`src/rtl/mem_arbiter.sv`:
```
// mem_arbiter: shares one memory port between I-cache refill (device 1) and D-cache (device 2).
// Tie priority: device 2 fixed by default; alternating when MEM_ARB_ROUND_ROBIN_EN is defined.
module mem_arbiter #(
  parameter int ADDR_W    = 16,
  parameter int BURST_LEN = 4
) (
  input  logic              clk,
  input  logic              reset,
  input  logic [ADDR_W-1:0] device_1_mem_addr,
  input  logic [ADDR_W-1:0] device_2_mem_addr,
  input  logic [31:0]       device_2_mem_di,
  input  logic [3:0]        device_2_bank_select,
  input  logic [1:0]        devices_mem_en,
  input  logic [1:0]        devices_mem_we,
  input  logic [1:0]        devices_burst_en,
  output logic [1:0]        devices_do_ack,
  output logic [31:0]       mem_do,
  output logic              mem_req,
  output logic [ADDR_W-1:0] mem_addr,
  output logic              mem_we,
  output logic [3:0]        mem_be,
  output logic [31:0]       mem_wdata,
  input  logic [31:0]       mem_rdata,
  input  logic              mem_ready
);

  localparam int CNT_W = $clog2(BURST_LEN);

  typedef enum logic [1:0] {IDLE, ACCESS, DONE} state_t;

  state_t            state_q, state_d;
  logic              grant_q, grant_d;
  logic [ADDR_W-1:0] addr_q, addr_d;
  logic              we_q, we_d;
  logic              burst_q, burst_d;
  logic [CNT_W-1:0]  beat_q, beat_d;
  logic [1:0]        ack_q, ack_d;
  logic [31:0]       do_q, do_d;
  logic              pick;
  logic              pick_we;

  // Device 1 is read-only, so its write flag never matters.
  logic unused_dev1_we;
  assign unused_dev1_we = devices_mem_we[0];

`ifdef MEM_ARB_ROUND_ROBIN_EN
  logic last_q, last_d;
  always_comb pick = (&devices_mem_en) ? ~last_q : devices_mem_en[1];
`else
  always_comb pick = devices_mem_en[1];
`endif

  assign pick_we        = pick & devices_mem_we[1];
  assign devices_do_ack = ack_q;
  assign mem_do         = do_q;

  always_comb begin
    state_d   = state_q;
    grant_d   = grant_q;
    addr_d    = addr_q;
    we_d      = we_q;
    burst_d   = burst_q;
    beat_d    = beat_q;
    ack_d     = 2'b00;
    do_d      = do_q;
`ifdef MEM_ARB_ROUND_ROBIN_EN
    last_d    = last_q;
`endif
    mem_req   = 1'b0;
    mem_addr  = '0;
    mem_we    = 1'b0;
    mem_be    = 4'h0;
    mem_wdata = 32'h0;
    case (state_q)
      IDLE: begin
        beat_d = '0;
        if (|devices_mem_en) begin
          grant_d = pick;
          addr_d  = pick ? device_2_mem_addr : device_1_mem_addr;
          we_d    = pick_we;
          burst_d = devices_burst_en[pick] & ~pick_we;
`ifdef MEM_ARB_ROUND_ROBIN_EN
          last_d  = pick;
`endif
          state_d = ACCESS;
        end
      end
      ACCESS: begin
        mem_req   = 1'b1;
        mem_addr  = addr_q + ADDR_W'(beat_q);
        mem_we    = we_q;
        mem_be    = (grant_q & we_q) ? device_2_bank_select : 4'hF;
        mem_wdata = device_2_mem_di;
        if (mem_ready) begin
          ack_d[grant_q] = 1'b1;
          if (!we_q) do_d = mem_rdata;
          if (burst_q && (beat_q != CNT_W'(BURST_LEN - 1))) beat_d = beat_q + CNT_W'(1);
          else state_d = DONE;
        end
      end
      DONE:    state_d = IDLE;
      default: state_d = IDLE;
    endcase
  end

  always_ff @(posedge clk or posedge reset) begin
    if (reset) begin
      state_q <= IDLE;
      grant_q <= 1'b0;
      addr_q  <= '0;
      we_q    <= 1'b0;
      burst_q <= 1'b0;
      beat_q  <= '0;
      ack_q   <= 2'b00;
      do_q    <= 32'h0;
`ifdef MEM_ARB_ROUND_ROBIN_EN
      last_q  <= 1'b1;
`endif
    end else begin
      state_q <= state_d;
      grant_q <= grant_d;
      addr_q  <= addr_d;
      we_q    <= we_d;
      burst_q <= burst_d;
      beat_q  <= beat_d;
      ack_q   <= ack_d;
      do_q    <= do_d;
`ifdef MEM_ARB_ROUND_ROBIN_EN
      last_q  <= last_d;
`endif
    end
  end

endmodule

```
`config.mk`:
```
export PLATFORM = sky130hd
export DESIGN_NAME = mem_arbiter
export DESIGN_NICKNAME = d
export VERILOG_FILES = /design/src/rtl/mem_arbiter.sv
export SDC_FILE = /design/constraint.sdc
export NUM_CORES = 1
export LEC_CHECK = 0
export ABC_AREA = 1
export BUFFER_PORTS_ARGS = -buffer_cell sky130_fd_sc_hd__buf_2
export CAP_MARGIN = 25
export CORE_ASPECT_RATIO = 0.5
export CORE_MARGIN = 8
export CORE_UTILIZATION = 48
export DETAILED_ROUTE_END_ITERATION = 10
export HOLD_SLACK_MARGIN = 0.03
export PLACE_DENSITY_LB_ADDON = 0.3
export SYNTH_ARGS = -nofsm -noshare
export SYNTH_HDL_FRONTEND = slang
export SYNTH_SLANG_ARGS = --single-unit
```
`constraint.sdc`:
```
create_clock -name clk -period 2.76 [get_ports clk]
set_input_delay 0.138 -clock clk [delete_from_list [all_inputs] [get_ports clk]]
set_output_delay 0.138 -clock clk [all_outputs]
set_load 0.01 [all_outputs]
```
After elaboration in Yosys (flattened, before gate mapping)
Cells that the tools add are included.
- logic and storage cells: 53
- register bits after elaboration: 57
- input port bits: 109
- magnitude comparators: 3
- add/subtract/negate cells: 2
- reductions and logical operators: 9
- muxes and demuxes: 20
- bitwise operators: 5
- equal/unequal tests: 6
- operators with widths (kind ; count):
    $mux W16 ; 2
    $mux W32 ; 1
    $add A16 B2 Y16 ; 1
    $mux W2 ; 7
    $ne A2 B2 Y1 const B ; 5
    $reduce_and A3 Y1 ; 3
    $mux W4 ; 2
    $pmux W2 S2 ; 2
    $mux W1 ; 5
    $lt A1 B2 Y1 const B ; 2
    $and A1 B1 Y1 ; 3
    $add A2 B1 Y2 const B ; 1
    $eq A2 B1 Y1 const B ; 1
    $logic_and A1 B1 Y1 ; 2
    $logic_not A2 Y1 ; 1
    $not A1 Y1 ; 2
    $reduce_and A2 Y1 ; 1
    $reduce_bool A2 Y1 ; 1
    $reduce_or A2 Y1 ; 1
    $demux W1 S1 ; 1
    $ge A1 B1 Y1 const B ; 1

Logic depth before layout (Yosys ltp)
Gate-level depths: netlist (run 1).
- word-level depth: 6
- gate-level depth with buffers: 9
- gate-level depth less buffers: 9

Worst setup path after synthesis (run 1)
OpenSTA, ideal clock, no wires.
- kind: reg-to-output
- start: register beat_q[0]
- end: output mem_addr[10]
- path slack: 1071 ps
- path buffers: 0
- arrival: 1551 ps
- cell stages (with the launch flop): 9
- path through: dfrtp_1 > ha_1 > fa_1 > nand2_1 > nor2_2 > and2_1 > nand2_1 > nand2_1 > nor2_1
- cells in the longest elaborated chain, start to end: 2
- ends and longest elaborated chain (element ; RTL line ; text):
    from (decl) ; 36 ; logic [CNT_W-1:0] beat_q, beat_d;
    from (signal assigned) ; 125 ; beat_q <= beat_d;
    $add A16 B2 Y16 ; 90 ; mem_addr = addr_q + ADDR_W'(beat_q);
    $mux W16 ; 74 ; case (state_q)
    to (decl) ; 19 ; output logic [ADDR_W-1:0] mem_addr,
Every way passes these cells.

Worst setup path in the final report (run 1)
Ends and elaborated chain as after synthesis.

==> run metrics, run 1 <==
status completed; Post-Place Worst Slack 0.879 ns; Rel. slew slack about half; worst hold path cell count 3; die extent in y about 75 um; FP Rows 21; largest cells by area after synthesis dfrtp_1, inv_1, nand2_1, o21ai_2, nor2_1; Area growth syn-to-layout 39.4%; final hold violations 0; Top-Level Pins 197; Post-synth top cells inv_1, nand2_1, nor2_1; Post-CTS Resized 0; Max Cap Viol 0; CP startpoint beat_q[0]$_DFFE_PP0P_; Reg-to-Reg Start state_q[1]$_DFFE_PP0P_; dpl cell area 4310 sq um; Required @ worst endpoint 2.62 ns; top cell type by total area after synthesis dfrtp_1; unrepaired setup endpoints after global routing no; number of global-route vias before repair 3,295; Final HPWL DP about 7400 um; largest net degree at the start of global routing between 60 and 70; Critical Path End Type output port; Leak 2.86 nW; Overflow after GRT 0; XOR/XNOR share of the synthesized area 0%; total placed cells including tap cells 728; Setup violations, final 0; largest family of logic cells by synthesized area simple AND/OR/NAND/NOR gates; total of fill cells in the finished design between 500 and 600; post-synthesis sequential area ratio between 40% and 50%; final wirelength 9630 um; Final #Nets 761; syn_area_per_cell about 7.3 sq um; EDFF count, synth 0; Synth Area in Simple Gates 22.3%; initial antenna violation count 0; worst setup slack after layout ~0.53 ns; Worst Max-Slew Pin Slew ~0.77 ns; Post-synth ARST share 100%; die area roughly 10,000 sq um; later-pin clock latency in the skew report between 0.3 and 0.4 ns; post-DR vias/cell around 4.5; worst reg2reg path depth 5; Yosys warning total 0; VDD IR max roughly 680 uV; maximum root-to-sink buffer count 2; setup TNS 0 ns; CTS HTree Levels 3; Cells after Synth around 460; cell area after synthesis 3350 sq um; kind of start point of the critical path flop; Starting DRT DRC Count about 180; worst-path maximum fanout 6; TritonRoute pass-1 iters 5; gr usage total a little under a fifth; # hold bufs at CTS 1; DRC Markers 0; top cell type's share of synthesized area approximately 43%; #FFs+latches synth 57; fin crit share 80.8%; total CTS buffers 9; worst min-delay path class in2reg; Port Buffers between 150 and 200; die width around 130 um; CP Capture Point mem_addr[10]; flop2flop setup slack approximately 1.1 ns; f_max between 400 and 500 MHz; post-route ant nets 0; Final Max Tran Viols 0; Worst-path clk slew around 0.05 ns; Top FF cell, synth dfrtp_1; RR Endpoint mem_do[14]$_DFFE_PP0P_; CP arrival 2.09 ns; diode count 0; gpl congestion approximately 0.89; critical path class reg2out; fraction of layout cells with a size suffix above 1 about two fifths; TritonCTS clock tree yes; mux cell area share after synthesis 0%; final clock skew 0.00612 ns; first-pass GRT wire length roughly 15,000 um; Vias 3,344; most common cell in the netlist inv_1; Compound-Gate Fraction of Synth Area between 15 and 20%; Final Non-Filler Cells about 750; core area 6730 sq um; average wire per standard cell ~13 um; power density over cell area between 1000 and 1500 nW/um^2; Synth cell types 25; Starting Density roughly half; fin area ~4700 sq um; min Tclk post-route roughly 2.2 ns; syn_nets 570; adder-cell area share of the yosys netlist about 1.7%; CTS root buf clkbuf_16; clock sinks 57; Setup Buffers After CTS 0
-- flip-flops by register name, indices dropped and copies added (netlist names) --
| signal | count |
|---|---|
| mem_do | 32 |
| addr_q | 16 |
| beat_q | 2 |
| devices_do_ack | 2 |
| state_q | 2 |
| burst_q | 1 |
| grant_q | 1 |
| we_q | 1 |
-- layer usage --
layer / global-route usage, % / routed length [um]
met1: 20.1 / 3870
met2: 35.7 / 4930
met3: 6.86 / 715
met4: 5.92 / 119
met5: 0 / 0
-- placed cells by master (no fill, tap or decap), drive strengths merged --
cell         instances
dfrtp               57
fa                   1
clkinv               1
nor3                 3
o22ai                1
nand2              100
o31ai                1
buf                197
nand3                8
bufinv               3
a31oi                2
clkinvlp             1
nor2                70
o21ai               69
o211ai               7
a21oi                4
dlygate4sd3          1
inv                108
and2                 1
nand4                4
clkbuf              11
ha                   3
-- worst max-delay path, cell delays in order (launching register included) --
cell and delay (ns):
dfrtp_1 0.42, ha_1 0.24, fa_1 0.40, nand2_1 0.16
nor2_2 0.09, and2_1 0.15, nand2_1 0.05, nand2_1 0.05
nor2_1 0.08, buf_2 0.13
-- area by class of cell --
| class | count | area, sq um | area share (%) |
|---|---|---|---|
| Multi-Input combinational cell | 274 | 1370 | 29.4 |
| Clock inverter | 5 | 103 | 2.20 |
| Timing Repair Buffer | 198 | 1000 | 21.5 |
| Clock buffer | 11 | 243 | 5.20 |
| Inverter | 108 | 405 | 8.69 |
| Tap cell | 92 | 115 | 2.47 |
| Sequential cell | 57 | 1430 | 30.6 |
-- report_power, final --
group          switching, mW  total [mW]  internal, mW
clock                  0.370        1.27         0.903
sequential             0.272        1.50          1.23
combinational           1.43        2.30         0.870
total                   2.07        5.07          3.00
-- per-stage QoR --
| step | util, % | power, mW | hold slack (ns) |
|---|---|---|---|
| after global routing | 69.4 | 5.49 | 0.0444 |
| after floorplan | - | 3.02 | 0.279 |
| after CTS | 69.4 | 5.13 | 0.0402 |
| after detailed placement | 64.1 | 3.82 | 0.155 |
| after global placement | 64.1 | 3.76 | 0.152 |
| final | 69.4 | 5.07 | 0.0507 |
-- cells by family (layout without fill, tap and decap cells) --
family	after synthesis	count (layout)
buffers and inverters	126	322
AND/OR/NAND/NOR	186	186
flip-flops	57	57
adder cells (fa/ha/maj)	4	4
AO/OA/AOI/OAI	84	84
-- worst min path at each step --
stage	startpoint	end	slack (ns)
global route	mem_rdata[29]	mem_do[29]$_DFFE_PP0P_	0.04
finish	mem_rdata[7]	mem_do[7]$_DFFE_PP0P_	0.05
detailed placement	reset	mem_do[23]$_DFFE_PP0P_	0.15
CTS	mem_rdata[19]	mem_do[19]$_DFFE_PP0P_	0.04
floorplan	mem_rdata[20]	mem_do[20]$_DFFE_PP0P_	0.28
global placement	reset	mem_do[22]$_DFFE_PP0P_	0.15
(Power assumes the default switching activity.)
==> run 2, diff against run 1 <==
--- a/config.mk
+++ b/config.mk
@@ -10,7 +10,7 @@
 export CAP_MARGIN = 25
 export CORE_ASPECT_RATIO = 0.5
 export CORE_MARGIN = 8
-export CORE_UTILIZATION = 48
+export CORE_UTILIZATION = 44
 export DETAILED_ROUTE_END_ITERATION = 10
 export HOLD_SLACK_MARGIN = 0.03
 export PLACE_DENSITY_LB_ADDON = 0.3
==> constraint.sdc (replaced) <==
create_clock -name clk -period 2.09 [get_ports clk]
set_input_delay 0.1045 -clock clk [delete_from_list [all_inputs] [get_ports clk]]
set_output_delay 0.1045 -clock clk [all_outputs]
set_load 0.01 [all_outputs]
==> run 2 against run 1 <==
Effect of this change:
- register-to-register slack worse by 0.64 ns
- die area increased by 7.5%
- hold slack worse by 0.0052 ns
- final area increased by 9.0%
- count of clock-buffer cells in the layout decreased by 1
==> run metrics, run 2 (synthesis gave the netlist of run 1 again) <==
diode count 0; later-pin clock latency in the skew report 0.33 ns; f_max around 480 MHz; fin crit share just under 100%; core area about 7300 sq um; gr usage total between 10% and 20%; first-pass GRT wire length about 17,000 um; clock sinks between 50 and 60; TritonRoute pass-1 iters 4; min Tclk post-route a little over 2 ns; DRC Markers 0; Int Power 3.94 mW; Sw Pwr roughly 2.8 mW; final wirelength between 10,000 and 15,000 um; TritonCTS clock tree yes; die extent in y 77.7 um; setup TNS 0 ns; Hold Path Origin device_1_mem_addr[9]; Rel. slew slack 48.9%; CTS HTree Levels 3; gpl congestion approximately 0.83; fraction of layout cells with a size suffix above 1 between 30 and 40%; Sequential Power Share a little under 30%; post-route ant nets 0; clock share of power 23.2%; final hold violations 0; most common cell after layout, fill and taps aside buf_2; Gate power share about 47%; Reg area 1430 sq um; Max Cap Viol 0; dpl cell area 4350 sq um; CTS root buf clkbuf_16; Setup violations, final 0; Final HPWL DP roughly 7500 um; sw frac a little over two fifths; Overflow after GRT 0; die width about 140 um; die area 10,800 sq um; maximum root-to-sink buffer count 2; FP Rows 22; critical path class reg2out; CP arrival about 2.0 ns; Final Max Tran Viols 0; Port Buffers ~200; total CTS buffers 9; VDD IR max 883 uV; CP startpoint beat_q[0]$_DFFE_PP0P_; most frequent cells in the layout buf_2, inv_1, nand2_1; WHS approximately 0.045 ns; Top-Level Pins between 150 and 200; largest net degree at the start of global routing 65; post-DR vias/cell 4.55; Reg-to-Reg Start state_q[0]$_DFFE_PP0P_; fin area a little over 5000 sq um; Critical Path End Type output port; Final #Nets between 800 and 900; total of fill cells in the finished design slightly below 600; max reg flops 32; kind of start point of the critical path flop; unrepaired setup endpoints after global routing yes; Starting Density a little under half; number of global-route vias before repair 3,572; Area growth syn-to-layout 51.9%; Worst Max-Slew Pin Slew around 0.77 ns; Finished Core Util 69.2%; worst-path maximum fanout 4; worst min-delay path class in2reg; Starting DRT DRC Count between 150 and 200; Worst-path clk slew about 0.050 ns; power density over cell area 1330 nW/um^2; Multi-input gate area between 1000 and 1500 sq um; initial antenna violation count 0; Vias approximately 3.6k; final clock skew approximately 0.0043 ns; Leak around 3.0 nW; average wire per standard cell between 10 and 15 um; Required @ worst endpoint a little under 2 ns; status completed
## run 2: changes by cell type in the layout (fill, tap and decap cells not counted), sizes merged
cell	change
buf	+6
clkinvlp	+1
clkbuf	-1
dlygate4sd3	+35
bufinv	-1
## run 2: path summary, 6_finish.rpt
kind	endpoint	slack [ns]	depth (start not counted)
max in group asynchronous	mem_do[11]$_DFFE_PP0P_	1.14	4
min in group asynchronous	state_q[1]$_DFFE_PP0P_	0.39	3
worst min-delay path	addr_q[9]$_DFFE_PP0P_	0.05	3
worst max register to register	mem_do[16]$_DFFE_PP0P_	0.46	6
worst min register to register	devices_do_ack[0]$_DFF_PP0_	0.46	1
worst max-delay path	mem_addr[12]	0.01	10
## run 2: critical path, cell delays in order, from the launching register on
cell	delay [ns]
dfrtp_1	0.37
ha_2	0.21
fa_2	0.39
nand2_2	0.11
nor2_4	0.05
buf_4	0.14
nand3_1	0.06
nand2_1	0.05
nand2_1	0.06
nor2_1	0.04
buf_2	0.15
## run 2: repair_timing
action	CTS	global route
setup buffers	1	2
hold buffers	36	0
hold endpoints to repair	60	0
gates cloned	0	0
resized for setup	2	9
setup endpoints to repair	1	7
pin swaps	0	6
## run 2: area by class of cell
cell class / instances / area share [%]
Clock buffer: 10 / 4.70
Sequential cell: 57 / 28.1
Timing Repair Buffer: 239 / 27.7
Inverter: 108 / 7.97
Multi-Input combinational cell: 274 / 27.6
Clock inverter: 5 / 1.58
Tap cell: 96 / 2.36
## run 2: power groups by stage
stage	registers, mW	clock network [mW]	logic, mW
finish	1.99	1.57	3.20
global route	2.06	1.62	3.60
CTS	1.99	1.59	3.19
detailed placement	1.99	0	3.09
global placement	1.98	0	3.03
floorplan	2.08	0	1.90
## run 2: metrics by stage
step / power (mW) / worst slack, ns / instances
global placement: 5.00 / 0.310 / 735
global route: 7.28 / -0.0834 / 789
floorplan: 3.99 / 0.434 / 457
CTS: 6.77 / 0.00939 / 787
detailed placement: 5.08 / 0.293 / 735
finish: 6.76 / 0.0111 / 789
## run 2: layer usage
metal  wire, um  vias up  global-route usage (%)
li1           -     1844                       -
met1       4280     1608                    21.2
met4        171        0                    6.84
met3        664       21                    6.23
met2       5650      114                    36.3
met5          0        -                       0
==> run 3, diff against run 2 <==
==> constraint.sdc (replaced) <==
create_clock -name clk -period 2.09 [get_ports clk]
set_input_delay 0.3135 -clock clk [delete_from_list [all_inputs] [get_ports clk]]
set_output_delay 0.3135 -clock clk [all_outputs]
set_load 0.01 [all_outputs]
==> run 3 against run 2 <==
Effect of this change:
- the flow now finishes with violations (negative setup slack)
- critical path depth fell by 1
- largest power group unchanged
- critical endpoint is now mem_addr[10]
- core utilization is 3.4 points lower
- first-iteration DRC count shrank 7.9%
- combinational power is essentially flat
- sequential cell count stayed put
- global-route usage decreased by 1.9 points
==> run metrics, run 3 (synthesis gave the netlist of run 1 again) <==
status complete, but fails checks; failing checks negative setup slack; Rel. slew slack between 40% and 50%; CP startpoint addr_q[0]$_DFFE_PP0P_; Worst Max-Slew Pin Slew around 0.77 ns; CP arrival around 1.9 ns; WHS about 0.037 ns; VDD IR max roughly 700 uV; max reg flops 32; Area growth syn-to-layout 44.4%; Reg-to-Reg Start state_q[0]$_DFFE_PP0P_; Crit-path slowest cell dfrtp_1; final clock skew about 0.0034 ns; Vias approximately 3.3k; die area approximately 11,000 sq um; maximum root-to-sink buffer count 2; number of global-route vias before repair 3,333; CP Capture Point mem_addr[10]; kind of start point of the critical path flop; initial antenna violation count 0; TritonCTS clock tree yes; most common cell after layout, fill and taps aside buf_2; Starting Density roughly 46%; TritonRoute pass-1 iters 4; largest stage delay on the critical path 0.42 ns; Leak roughly 2.9 nW; f_max roughly 450 MHz; diode count 0; post-route ant nets 0; unrepaired setup endpoints after global routing yes; critical path depth 9; total CTS buffers 9; FP Rows 22; Final HPWL DP 7500 um; core area ~7300 sq um; final wirelength 9480 um; worst-path maximum fanout 6; Setup violations, final 6; critical path class reg2out; Post-Place Worst Slack 0.0742 ns; Required @ worst endpoint 1.78 ns; Worst-path clk slew ~0.05 ns; worst reg2reg path depth 6; Final Max Tran Viols 0; Top-Level Pins around 200; die extent in y 77.7 um; Critical Path End Type output port; DRC Markers 0; clock sinks 57; RR Endpoint mem_do[30]$_DFFE_PP0P_; fin crit share 105%; CTS HTree Levels 3; first-pass GRT wire length ~16,000 um; die width between 100 and 150 um; Port Buffers slightly below 200; later-pin clock latency in the skew report between 0.3 and 0.4 ns; most frequent cells in the layout buf_2, inv_1, nand2_1; worst min-delay path class in2async; worst setup slack after layout -0.114 ns; final hold violations 0; min Tclk post-route approximately 2.2 ns; Final #Nets 770; average wire per standard cell between 10 and 15 um; fraction of layout cells with a size suffix above 1 42.9%; # hold bufs at CTS 0; flop2flop setup slack 0.55 ns; post-DR vias/cell 4.36; Max Cap Viol 0; power density over cell area 1410 nW/um^2; CP Cell Sequence ha_4 > fa_2 > nand2_4 > nor2_4 > and2_4 > nand2_2 > nand2_1 > nor2_1 > buf_2; family with the most delay on the worst path adder cells; largest net degree at the start of global routing 65; CTS root buf clkbuf_16; Overflow after GRT 0; Starting DRT DRC Count around 160; Buffers & Inverters on Critical Path 1; gpl congestion 0.821; gr usage total about 18%
-- run 3: cell count changes in the layout (fill, tap and decap cells not counted), sizes merged --
cell | before | now
dlygate4sd3 | 36 | 0
buf | 203 | 207
clkinvlp | 2 | 3
-- run 3: worst min path at each step --
stage,to,slack (ns)
2_1_floorplan,devices_do_ack[0]$_DFF_PP0_,0.43
3_3_place_gp,devices_do_ack[1]$_DFF_PP0_,0.41
3_5_place_dp,devices_do_ack[1]$_DFF_PP0_,0.41
4_1_cts,devices_do_ack[1]$_DFF_PP0_,0.05
5_1_grt,devices_do_ack[1]$_DFF_PP0_,0.09
6_report,devices_do_ack[1]$_DFF_PP0_,0.04
-- run 3: report_power, final --
| group | leakage [nW] | switching (mW) | total [mW] | internal [mW] |
|---|---|---|---|---|
| clock | 0.151 | 0.510 | 1.59 | 1.08 |
| sequential | 0.707 | 0.378 | 2.00 | 1.63 |
| combinational | 2.06 | 1.92 | 3.20 | 1.28 |
| total | 2.92 | 2.81 | 6.79 | 3.99 |
-- run 3: cell type report --
cell class / instances / area [sq um]
sequential: 57 / 1430
timing repair buffer: 207 / 1080
clock buffer: 10 / 239
tap: 96 / 120
inverter: 108 / 405
fill: 636 / 2520
clock inverter: 6 / 91.3
multi-input combinational: 274 / 1470
-- run 3: metrics by stage --
stage                     power, mW  instances  TNS (ns)  utilization (%)  cell area, sq um
final                          6.79        758    -0.320             65.8              4830
after global routing           7.37        758     -1.28             65.8              4830
after CTS                      6.82        758    -0.449             65.1              4780
after detailed placement       5.12        737         0             59.4              4370
after global placement         5.05        737         0             59.4              4370
after floorplan                3.99        457         0                -              3350
-- run 3: what timing repair did --
item,CTS,global route
setup buffers,5,0
pin swaps,3,7
gates resized for setup,15,16
endpoints found under the setup margin,12,14
-- run 3: layer usage --
| metal | part of all wire [%] | global-route usage (%) | vias to the layer above |
|---|---|---|---|
| li1 | - | - | 1779 |
| met1 | 41 | 19.8 | 1422 |
| met2 | 51 | 31.6 | 92 |
| met3 | 7.6 | 6.59 | 11 |
| met4 | 0.96 | 5.43 | 0 |
| met5 | 0 | 0 | - |
-- run 3: worst register-to-register path: stages, from the launching register on --
cell and delay, ns:
dfrtp_1 0.40, inv_2 0.09, nor2_4 0.05, nand3_4 0.05, buf_4 0.60, nand2_1 0.19
o21ai_2 0.09
